## src/rtl/amo_lrsc_unit.sv

```systemverilog
// Atomic memory op / LR-SC unit: computes AMO, load and store results one cycle after
// acceptance and tracks a single load-reserved granule with a timed lifetime.
module amo_lrsc_unit #(
  parameter int DATA_W      = 64,
  parameter int ADDR_W      = 40,
  parameter int BLOCK_OFF   = 6,
  parameter int LRSC_CYCLES = 80
) (
  input  logic                clock,
  input  logic                reset,
  input  logic                req_valid,
  output logic                req_ready,
  input  logic [4:0]          req_cmd,
  input  logic [ADDR_W-1:0]   req_addr,
  input  logic [1:0]          req_size,
  input  logic [DATA_W-1:0]   req_old,
  input  logic [DATA_W-1:0]   req_operand,
  output logic                resp_valid,
  input  logic                resp_ready,
  output logic [DATA_W-1:0]   resp_rdata,
  output logic [DATA_W-1:0]   resp_wdata,
  output logic [DATA_W/8-1:0] resp_wmask,
  input  logic                probe_valid,
  input  logic [ADDR_W-1:0]   probe_addr,
  output logic                resv_valid
);
  // state    | meaning
  // S_IDLE   | no reservation held
  // S_RESERVED | reservation on resv_blk_q, lifetime counting down in cnt_q

  localparam int MASK_W = DATA_W / 8;
  localparam int BLK_W  = ADDR_W - BLOCK_OFF;

  localparam logic [4:0] M_XRD     = 5'h00;
  localparam logic [4:0] M_XWR     = 5'h01;
  localparam logic [4:0] M_XA_SWAP = 5'h04;
  localparam logic [4:0] M_XLR     = 5'h06;
  localparam logic [4:0] M_XSC     = 5'h07;
  localparam logic [4:0] M_XA_ADD  = 5'h08;
  localparam logic [4:0] M_XA_XOR  = 5'h09;
  localparam logic [4:0] M_XA_OR   = 5'h0A;
  localparam logic [4:0] M_XA_AND  = 5'h0B;
  localparam logic [4:0] M_XA_MIN  = 5'h0C;
  localparam logic [4:0] M_XA_MAX  = 5'h0D;
  localparam logic [4:0] M_XA_MINU = 5'h0E;
  localparam logic [4:0] M_XA_MAXU = 5'h0F;
  localparam logic [4:0] M_PWR     = 5'h11;

  typedef enum logic {S_IDLE, S_RESERVED} state_e;

  state_e              state_q, state_d;
  logic [9:0]          cnt_q, cnt_d;
  logic [BLK_W-1:0]    resv_blk_q, resv_blk_d;
  logic                resp_valid_q, resp_valid_d;
  logic [DATA_W-1:0]   rdata_q, rdata_d;
  logic [DATA_W-1:0]   wdata_q, wdata_d;
  logic [MASK_W-1:0]   wmask_q, wmask_d;

  logic                accept, dword, lane, probe_hit, sc_ok, lt_s, lt_u;
  logic [5:0]          lane_sh;
  logic [31:0]         old_w, op_w;
  logic [DATA_W-1:0]   old_s, old_u, op_s, op_u, amo_res, store_pos;
  logic [MASK_W-1:0]   full_mask;
  logic [BLK_W-1:0]    req_blk, probe_blk;
  logic                unused_addr_bits;

  assign req_ready  = !resp_valid_q || resp_ready;
  assign accept     = req_valid && req_ready;
  assign resp_valid = resp_valid_q;
  assign resp_rdata = rdata_q;
  assign resp_wdata = wdata_q;
  assign resp_wmask = wmask_q;
  assign resv_valid = (state_q == S_RESERVED);

  assign dword   = (DATA_W == 64) && (req_size == 2'd3);
  assign lane    = (DATA_W == 64) && req_addr[2];
  assign lane_sh = {lane, 5'b0};
  assign old_w   = req_old[lane_sh +: 32];
  assign op_w    = req_operand[31:0];

  // Word operands are extended to full width so one comparator serves both sizes.
  assign old_s = dword ? req_old     : DATA_W'($signed(old_w));
  assign old_u = dword ? req_old     : DATA_W'(old_w);
  assign op_s  = dword ? req_operand : DATA_W'($signed(op_w));
  assign op_u  = dword ? req_operand : DATA_W'(op_w);
  assign lt_s  = $signed(old_s) < $signed(op_s);
  assign lt_u  = old_u < op_u;

  assign full_mask = dword ? {MASK_W{1'b1}} : (MASK_W'(4'hF) << {lane, 2'b0});

  assign req_blk   = req_addr[ADDR_W-1:BLOCK_OFF];
  assign probe_blk = probe_addr[ADDR_W-1:BLOCK_OFF];
  assign probe_hit = probe_valid && (probe_blk == resv_blk_q);
  // A probe landing in the same cycle as the SC already kills it.
  assign sc_ok     = (state_q == S_RESERVED) && (req_blk == resv_blk_q) && !probe_hit;

  assign unused_addr_bits = ^{req_addr[BLOCK_OFF-1:0], probe_addr[BLOCK_OFF-1:0]};

  always_comb begin
    amo_res = op_s;
    case (req_cmd)
      M_XA_ADD:  amo_res = old_s + op_s;
      M_XA_XOR:  amo_res = old_s ^ op_s;
      M_XA_OR:   amo_res = old_s | op_s;
      M_XA_AND:  amo_res = old_s & op_s;
      M_XA_MIN:  amo_res = lt_s ? old_s : op_s;
      M_XA_MAX:  amo_res = lt_s ? op_s : old_s;
      M_XA_MINU: amo_res = lt_u ? old_s : op_s;
      M_XA_MAXU: amo_res = lt_u ? op_s : old_s;
      default:   amo_res = op_s;
    endcase
    store_pos = dword ? amo_res : (DATA_W'(amo_res[31:0]) << lane_sh);
  end

  always_comb begin
    rdata_d = '0;
    wdata_d = '0;
    wmask_d = '0;
    case (req_cmd)
      M_XRD, M_XLR: rdata_d = old_s;
      M_XWR, M_PWR: begin
        wdata_d = store_pos;
        wmask_d = full_mask;
      end
      M_XSC: begin
        if (sc_ok) begin
          wdata_d = store_pos;
          wmask_d = full_mask;
        end else begin
          rdata_d = DATA_W'(1);
        end
      end
      M_XA_SWAP, M_XA_ADD, M_XA_XOR, M_XA_OR, M_XA_AND,
      M_XA_MIN, M_XA_MAX, M_XA_MINU, M_XA_MAXU: begin
        rdata_d = old_s;
        wdata_d = store_pos;
        wmask_d = full_mask;
      end
      default: ;
    endcase
    resp_valid_d = accept || (resp_valid_q && !resp_ready);
  end

  // Later assignments take priority: LR beats probe, expiry and SC in the same cycle.
  always_comb begin
    state_d    = state_q;
    cnt_d      = cnt_q;
    resv_blk_d = resv_blk_q;
    if (state_q == S_RESERVED) begin
      if (cnt_q == 10'd0) state_d = S_IDLE;
      else                cnt_d   = cnt_q - 10'd1;
    end
    if (probe_hit) state_d = S_IDLE;
    if (accept && req_cmd == M_XSC) state_d = S_IDLE;
    if (accept && req_cmd == M_XLR) begin
      state_d    = S_RESERVED;
      cnt_d      = 10'(LRSC_CYCLES - 1);
      resv_blk_d = req_blk;
    end
  end

  always_ff @(posedge clock or posedge reset) begin
    if (reset) begin
      state_q      <= S_IDLE;
      cnt_q        <= '0;
      resv_blk_q   <= '0;
      resp_valid_q <= 1'b0;
      rdata_q      <= '0;
      wdata_q      <= '0;
      wmask_q      <= '0;
    end else begin
      state_q      <= state_d;
      cnt_q        <= cnt_d;
      resv_blk_q   <= resv_blk_d;
      resp_valid_q <= resp_valid_d;
      if (accept) begin
        rdata_q <= rdata_d;
        wdata_q <= wdata_d;
        wmask_q <= wmask_d;
      end
    end
  end

endmodule

```

## config.mk

```make
export PLATFORM = sky130hd
export DESIGN_NAME = amo_lrsc_unit
export DESIGN_NICKNAME = d
export VERILOG_FILES = /design/src/rtl/amo_lrsc_unit.sv
export SDC_FILE = /design/constraint.sdc
export NUM_CORES = 1
export LEC_CHECK = 0
export CELL_PAD_IN_SITES_DETAIL_PLACEMENT = 1
export CELL_PAD_IN_SITES_GLOBAL_PLACEMENT = 2
export CORE_UTILIZATION = 30
export CTS_CLUSTER_DIAMETER = 40
export DETAILED_ROUTE_END_ITERATION = 10
export PLACE_DENSITY_LB_ADDON = 0.1
export SLEW_MARGIN = 15
export SYNTH_ARGS = -nofsm -noshare
export SYNTH_HDL_FRONTEND = slang
export SYNTH_SLANG_ARGS = --single-unit
```

## constraint.sdc

```tcl
create_clock -name clock -period 7.6 [get_ports clock]
set_input_delay 1.9 -clock clock [delete_from_list [all_inputs] [get_ports clock]]
set_output_delay 1.9 -clock clock [all_outputs]
set_load 0.01 [all_outputs]
```

---- Word level (Yosys, flattened, before mapping) ----
Index checks and enable logic that the tools add are counted.
storage, ports and cells
  register bits ........................... 182
  input port bits ......................... 220
  word-level logic and storage cells ...... 77
cells by class
  $add $sub $neg .......................... 2
  order comparisons ....................... 2
  eq/ne operators ......................... 17
  shifts and indexed selects .............. 3
  muxes and demuxes ....................... 25
  bitwise logic cells ..................... 3
  reductions and logical operators ........ 18
operators with widths
  operator                                              count
  two-way mux 64 bit                                    10
  one-hot mux 64 bit (8 select lines)                   1
  one-hot mux 64 bit (2 select lines)                   2
  less-than comparator 64 bit                           2
  equality test 34 bit                                  2
  adder 64 bit                                          1
  bitwise AND 64 bit                                    1
  bitwise OR 64 bit                                     1
  indexed part select 64 x 7 -> 32 bit                  1
  left shift 32 x 6 -> 64 bit                           1
  XOR 64 bit                                            1
  equality test 5 x 4 -> 1 bit (second input constant)  8
  two-way mux 10 bit                                    3
  OR reduction 11 bit                                   2
  two-way mux 8 bit                                     2
  one-hot mux 8 bit (2 select lines)                    1
  equality test 5 x 3 -> 1 bit (second input constant)  3
  logical NOT 10 bit                                    1
  subtractor 10 x 1 -> 10 bit (second input constant)   1
  left shift 4 x 3 -> 8 bit (first input constant)      1
  logical AND 1 bit                                     7
  two-way mux 1 bit                                     6
  equality test 5 x 1 -> 1 bit (second input constant)  1
  equality test 5 bit (second input constant)           1
  7 further kinds                                       10

---- Longest topological paths before layout ----
  depth in word-level cells ............... 9
  mapped depth ............................ 22
  depth with buffers taken out ............ 17

---- Worst setup path before layout ----
Ideal clock, no wire load.
  path kind ............................... in2reg
  start point ............................. input req_size[0]
  end point ............................... register wdata_q[54] (netlist: resp_wdata[54])
  data arrival time ....................... 6.602 ns
  required time ........................... 7.458 ns
  slack ................................... 0.856 ns
  stages .................................. 21
  path buffers ............................ 6
  cells stage by stage .................... and2_1 -> clkbuf_1 -> nor2b_1 -> clkbuf_1 -> clkbuf_1 -> buf_2 -> mux2i_1 -> ha_1 -> buf_2 -> nor4_2 -> nand3_1 -> a21oi_1 -> nor4_1 -> o31a_1 -> a21o_2 -> a2111oi_4 -> buf_6 -> mux2i_1 -> nor2_1 -> o311ai_0 -> o211ai_1
on the way
  longest elaborated chain between the ends .. 9
  elaborated cells between the ends (all ways) .. 20
ends and longest elaborated chain
  element                                         RTL line  text
  start, declared                                 15        input logic [1:0] req_size,
  equality test 2 bit (*)                         75        assign dword = (DATA_W == 64) && (req_size == 2'd3);
  two-way mux 64 bit (on tied branches)           n/a
  less-than comparator 64 bit (on tied branches)  87, 86
  two-way mux 64 bit (on tied branches)           n/a
  one-hot mux 64 bit (8 select lines)             101       case (req_cmd)
  left shift 32 x 6 -> 64 bit                     112       store_pos = dword ? amo_res : (DATA_W'(amo_res[31:0]) << lane_sh);
  two-way mux 64 bit (*)                          112
  two-way mux 64 bit                              126       if (sc_ok) begin
  one-hot mux 64 bit (2 select lines) (*)         119       case (req_cmd)
  end signal, assigned                            178       wdata_q <= wdata_d;
  end, declared                                   56        logic [DATA_W-1:0] wdata_q, wdata_d;
Every way passes the cells marked *; elsewhere a longest branch is shown, timed or not.
A chain may end at the register's enable or synchronous reset.

---- Final worst setup path ----
  start point ............................. input req_size[0]
  end point ............................... register wdata_q[44] (netlist: resp_wdata[44])
The elaborated chain is that of the path after synthesis.

==> flow_summary.toml <==
[logic_synthesis]
synth.distinct_cells = 82
synth_area_per_cell_um2 = 7.582
synth_nets = 3050
syn-cell-area_um2 = 19740
synth-edff-count = 0
synth-seq-cells = 176
ys_warn_count = 0
ys.flop_type = "dfrtp_1"
syn_inst = 2604
synthArstFlopShare_pct = 100.0
ys_seq_area_share_pct = 22.31

[power]
switching_share_pct = 42.99
power.internal_w = 0.002635
vdd_drop_max_v = 0.0001689
power_frac_seq_pct = 25.1
p_clk_share_pct = 22.7
power_switching_w = 0.001987
pwr-share-comb_pct = 52.2
p_leak_nw = 12.92
powerDensity_nw_per_um2 = 167.5

[timing]
rsz0062_at_grt = "false"
slew_viol_final = 0
hold_violations = 0
final-setup-viol-count = 0
layout_min_cycle_time_ps = 7218
final.period_utilization_pct = 94.98
clock.fmax_mhz = 138.5
tns_ps = 0
worst_slew_pin_slew_ps = 1216
slew_headroom_pct = 18.63
finClkSkew_ps = 14.23

[clock_network]
cts_tree = "yes"
ctsHoldBuffers = 0
htree_levels = 4
path_clk_slew_ps = 90
clockRootBuffer = "clkbuf_16"
cts-resized-gates = 0
insertion_delay_ps = 500
clockBufferDepth = 2
cts_buffers = 17
cts_sinks = 176
postCtsSetupRepairBufs = 0

[global_routing]
grt_overflow = 0
grt_pass1_vias = 24030
grt_first_pass_wirelength_um = 169700
grt_use_total_pct = 34.98
grt_max_degree = 68
antenna_found_initial = 11

[worst_setup_path]
rrSetupSlack_ps = 3800
critPathKind = "primary input to flop"
startpoint_type = "primary input"
r2r-start = "resv_blk_q[2]"
r2r-end = "resp_wdata[59]"
crit_path_max_fanout = 32
critPathArrivalTime_ps = 7660
r2r_cells = 13
crit_path_end_kind = "flop"
crit_required_ps = 8040

[drt]
vias_per_cell = 5.662
drtIter0Drc = 1805
dr.pass1.iters = 7
drc = 0
wl_um = 118000
ant_nets = 0
routedWlPerCell_um = 28.95
vias = 23080

[final_layout]
synthToLayoutAreaGrowth_pct = 39.78
finalNonFillerCells = 4076
fin_nets = 3653
final_area_um2 = 27600
layout-drive-gt1-share_pct = 15.31

[die]
die_w_um = 258.5
initial_utilization_pct = 30.52
core.rowCount = 93
dieArea_um2 = 66840
die_y_um = 258.5
ios = 359
core_um2 = 64700

[status]
status = "complete, no violations"

[hold_path]
hold_end = "resp_rdata[51]"
hold_path_depth = 2
worstHoldStart = "resp_rdata[51]"
holdCritPathClass = "flop to flop"

[place]
routabilityCongestion = 0.9751
port-buffer-count = 347
place_inst = 4043
dpl.hpwl_um = 94180
place_area_um2 = 26940

[flow_run]
max_cap_viol_count = 0
==> layout make-up <==
type                            instances  area (um2)
Antenna cell                            1       2.502
Fill cell                            7900       37100
Multi-Input combinational cell       2075       13980
Sequential cell                       176        4404
Inverter                              172       653.1
Clock buffer                           18       439.2
Timing Repair Buffer                  765        6832
Clock inverter                         14       212.7
Tap cell                              855        1070
==> routing by layer <==
layer / global-route usage, % / up-vias / part of all wire, %
met3: 6.641 / 160 / 6.7
met2: 55.25 / 794 / 45
met5: 0 / - / 0.067
met4: 13.87 / 12 / 4.0
met1: 46.79 / 11640 / 45
li1: - / 10480 / -
==> cell usage in the layout, fill, tap and decap left out, types with 44 or more instances in the layout <==
master,count
inv_1,170
o211ai_1,52
and3_1,44
buf_4,400
a21oi_1,180
clkdlybuf4s50_1,346
nand2_1,402
dfrtp_1,176
mux2i_1,99
o21ai_0,187
nor2_1,183
ha_1,225
xnor2_1,78
xor2_1,45
==> synth_stat cells, drive strengths merged (43+ instances only) <==
cell type / n / area, um2
clkbuf: 138 / 519.2
inv: 172 / 645.6
xnor2: 79 / 699.4
xor2: 45 / 394.1
nor2: 188 / 713.2
buf: 43 / 259.0
a21oi: 180 / 900.9
nand2: 403 / 1513
dfrtp: 176 / 4404
ha: 225 / 2815
o211ai: 53 / 402.9
and3: 44 / 275.3
o21ai: 195 / 975.9
mux2i: 99 / 991.0
==> cell families (layout without fill, tap and decap cells) <==
family / count (synthesis) / after routing / synth area share (%)
muxes: 101 / 101 / 5.133
buffers and inverters: 353 / 969 / 7.212
adders and majority gates: 226 / 226 / 14.36
DFF: 176 / 176 / 22.31
AOI/OAI and AO/OA: 783 / 783 / 26.34
other: 0 / 1 / 0
and+or+nand+nor: 840 / 840 / 19.00
xor gates and xnor gates: 125 / 125 / 5.653
==> sequential cells by signal, indices dropped and copies added, names as in the netlist <==
| name | flops |
|---|---|
| resv_valid | 1 |
| cnt_q | 10 |
| resp_rdata | 64 |
| resp_wmask | 2 |
| resp_wdata | 64 |
| resp_valid | 1 |
| resv_blk_q | 34 |
==> worst max path at each step <==
stage                 from             end  slack, ps  cells past startpoint
5_1_grt        req_size[1]  resp_wdata[44]        210                     26
3_5_place_dp   req_size[0]  resp_wdata[44]          4                     26
3_3_place_gp   req_size[0]  resp_wdata[44]          6                     27
2_1_floorplan  req_size[0]  resp_wdata[54]        860                     21
4_1_cts        req_size[0]  resp_wdata[44]        490                     26
6_report       req_size[0]  resp_wdata[44]        380                     25
==> stage by stage <==
step | hold slack, ps | power (W) | utilization (%) | setup WS (ps)
floorplan | 479.6 | 0.002354 | - | 856.1
global placement | 463.5 | 0.003505 | 41.64 | 6.284
detailed placement | 469.4 | 0.003557 | 41.65 | 3.522
CTS | 492.3 | 0.004624 | 42.65 | 494.1
global route | 504.9 | 0.004852 | 42.65 | 212.1
finish | 482.2 | 0.004622 | 42.66 | 381.8
==> worst max-delay path: stages <==
cell	delay, ps
clkdlybuf4s50_1	470
buf_4	470
and3_1	430
nor2_1	100
inv_1	90
ha_1	250
nor4_1	480
buf_4	200
nand4_1	120
buf_4	190
nor4_1	230
buf_4	190
o31ai_1	80
buf_4	150
o221ai_1	110
buf_4	170
nor2_1	60
xnor3_2	310
buf_12	200
buf_4	170
mux2i_1	200
a21oi_1	90
a211oi_1	520
buf_4	260
a221o_1	130
==> power by group through the flow <==
| stage | Combinational, W | Clock [W] | Sequential (W) |
|---|---|---|---|
| after floorplan | 0.00117 | 0 | 0.00118 |
| after global placement | 0.00233 | 0 | 0.00117 |
| after detailed placement | 0.00238 | 0 | 0.00118 |
| after CTS | 0.00239 | 0.00107 | 0.00116 |
| after global routing | 0.00258 | 0.00110 | 0.00118 |
| final | 0.00241 | 0.00105 | 0.00116 |
Power figures use the tool's default switching activity.
==> RTL change, RTL diff (config.mk and constraints unchanged) <==
`DATA_W`: 64 -> 128.
--- a/src/rtl/amo_lrsc_unit.sv
+++ b/src/rtl/amo_lrsc_unit.sv
@@ -3,3 +3,3 @@
 module amo_lrsc_unit #(
-  parameter int DATA_W      = 64,
+  parameter int DATA_W      = 128,
   parameter int ADDR_W      = 40,
Interface: changed (5 resized); port bits go from 359 to 623. No check against the original RTL was run, so the function may have changed too.
==> RTL change against the original RTL <==
Routed wire length down 63%; largest cell class unchanged; largest power group unchanged; combinational power is 61% lower; total power down 51%; critical path type unchanged; synthesized cell count decreased by 44%; die area down 41%; clock skew decreased by 0.0012 ns; cell count down 48%; synthesized area is 42% lower; final area fell by 48%; critical endpoint is now resp_wdata[0]; setup slack improved by 1.5 ns; via count decreased by 54%; count of clock-buffer cells in the layout fell by 9; sequential cell count shrank 65.
==> RTL change: results (changes against the original RTL) <==
- Run status: finished clean
- Final worst slack: 1.93 ns (+1.55 ns)
- Adder and majority gate portion of the synthesized area: 10.7% (-3.6 points)
- Port buffer count: 308 (-11%)
- Wire length of the first global-routing pass: 65,700 µm (-61%)
- Total wire length: 43,600 µm (-63%)
- Setup slack after placement: 1.53 ns (+1.53 ns)
- Worst-case vdd ir drop: 0.000101 V (-40%)
- Initial antenna violation count: 1 (-10)
- Power drawn by the sequential cells: 769 µW (-34%)
- Register-to-register setup slack: 4.13 ns (+0.33 ns)
- Initial DRC count: 501 (-72%)
- Global Route met2 Usage: 36.7% (-19 points)
- Length of routed met3 wiring: 1920 µm (-76%)
- Uppermost layer routed: met4
- Hold path startpoint: resp_wdata[2]
- Count of mapped cells out of synthesis: 1,448 (-44%)
- Number of filler cells placed in the layout: 4,549 (-42%)
- Routed length on met1: 20,500 µm (-61%)
- Clock skew: 0.0130 ns (-0.00122 ns)
- Layout cell share with drive strength beyond 1: 4.45% (-11 points)
- Portion of the post-synthesis area used by sequential elements: 24.2% (+1.9 points)
- Maximum number of pins on one net before global-route repair: 98 (+44%)
- Switching part of the total power: 39.7% (-3.2 points)
- Proportion of synthesized area in mux cells: 0.914% (-4.2 points)
- Area post-placement: 14,000 µm² (-48%)
- Final instance count without filler cells: 2,129 (-48%)
- Final GP Congestion: 0.782 (-20%)
- Number of detailed-routing iterations run before antenna repair: 5 (-2)
- R2r endpoint: resp_wdata[24]
- Largest stage delay on the critical path: 0.59 ns (+0.07 ns)
- Maximum fanout encountered on the critical timing path: 11 (-66%)
- Distinct cell type count after synthesis: 78 (-4.9%)
- Leakage component of the power: 0.00649 µW (-50%)
- Most common library cells after synthesis: buf_4, nand2_1, a21oi_1
- Met2 WL: 20,500 µm (-61%)
- Deepest level of the CTS H-tree: 3 (-1)
- # diodes: 0 (-1)
- Start point of the critical path: req_old[23]
- Relative slew margins: 32.6% (+14 points)
- Worst hold slack after final layout: 0.502 ns (+0.0193 ns)
- R2R cell count: 10 (-3)
- Cell family with most CP delay: compound AO/OA/AOI/OAI gates
==> RTL change: cell types whose count changed after synthesis, sizes merged, moves of 31 or more <==
cell    before  now
buf         43  233
clkbuf     138   52
nand2      403  176
o211ai      53   19
dfrtp      176  111
xnor2       79   28
nor2       188   80
mux2i       99    9
ha         225   97
o21ai      195   57
and3        44   13
a21oi      180  114
inv        172   84
==> RTL change: worst register-to-register path: cells and delay by family, from the launching register on <==
family | cells | cell delay, ns
AOI/OAI and AO/OA | 4 | 0.93
xor gates and xnor gates | 1 | 0.17
buffers and inverters | 1 | 0.33
DFF | 1 | 0.43
and+or+nand+nor | 4 | 1.49
==> RTL change: layout make-up <==
cell class | count | area, µm² | area share (%)
Clock buffer | 9 | 225 | 1.58
Clock inverter | 7 | 76.3 | 0.534
Inverter | 84 | 318 | 2.22
Multi-Input combinational cell | 1075 | 6990 | 48.9
Sequential cell | 111 | 2780 | 19.4
Tap cell | 511 | 639 | 4.47
Timing Repair Buffer | 332 | 3260 | 22.8
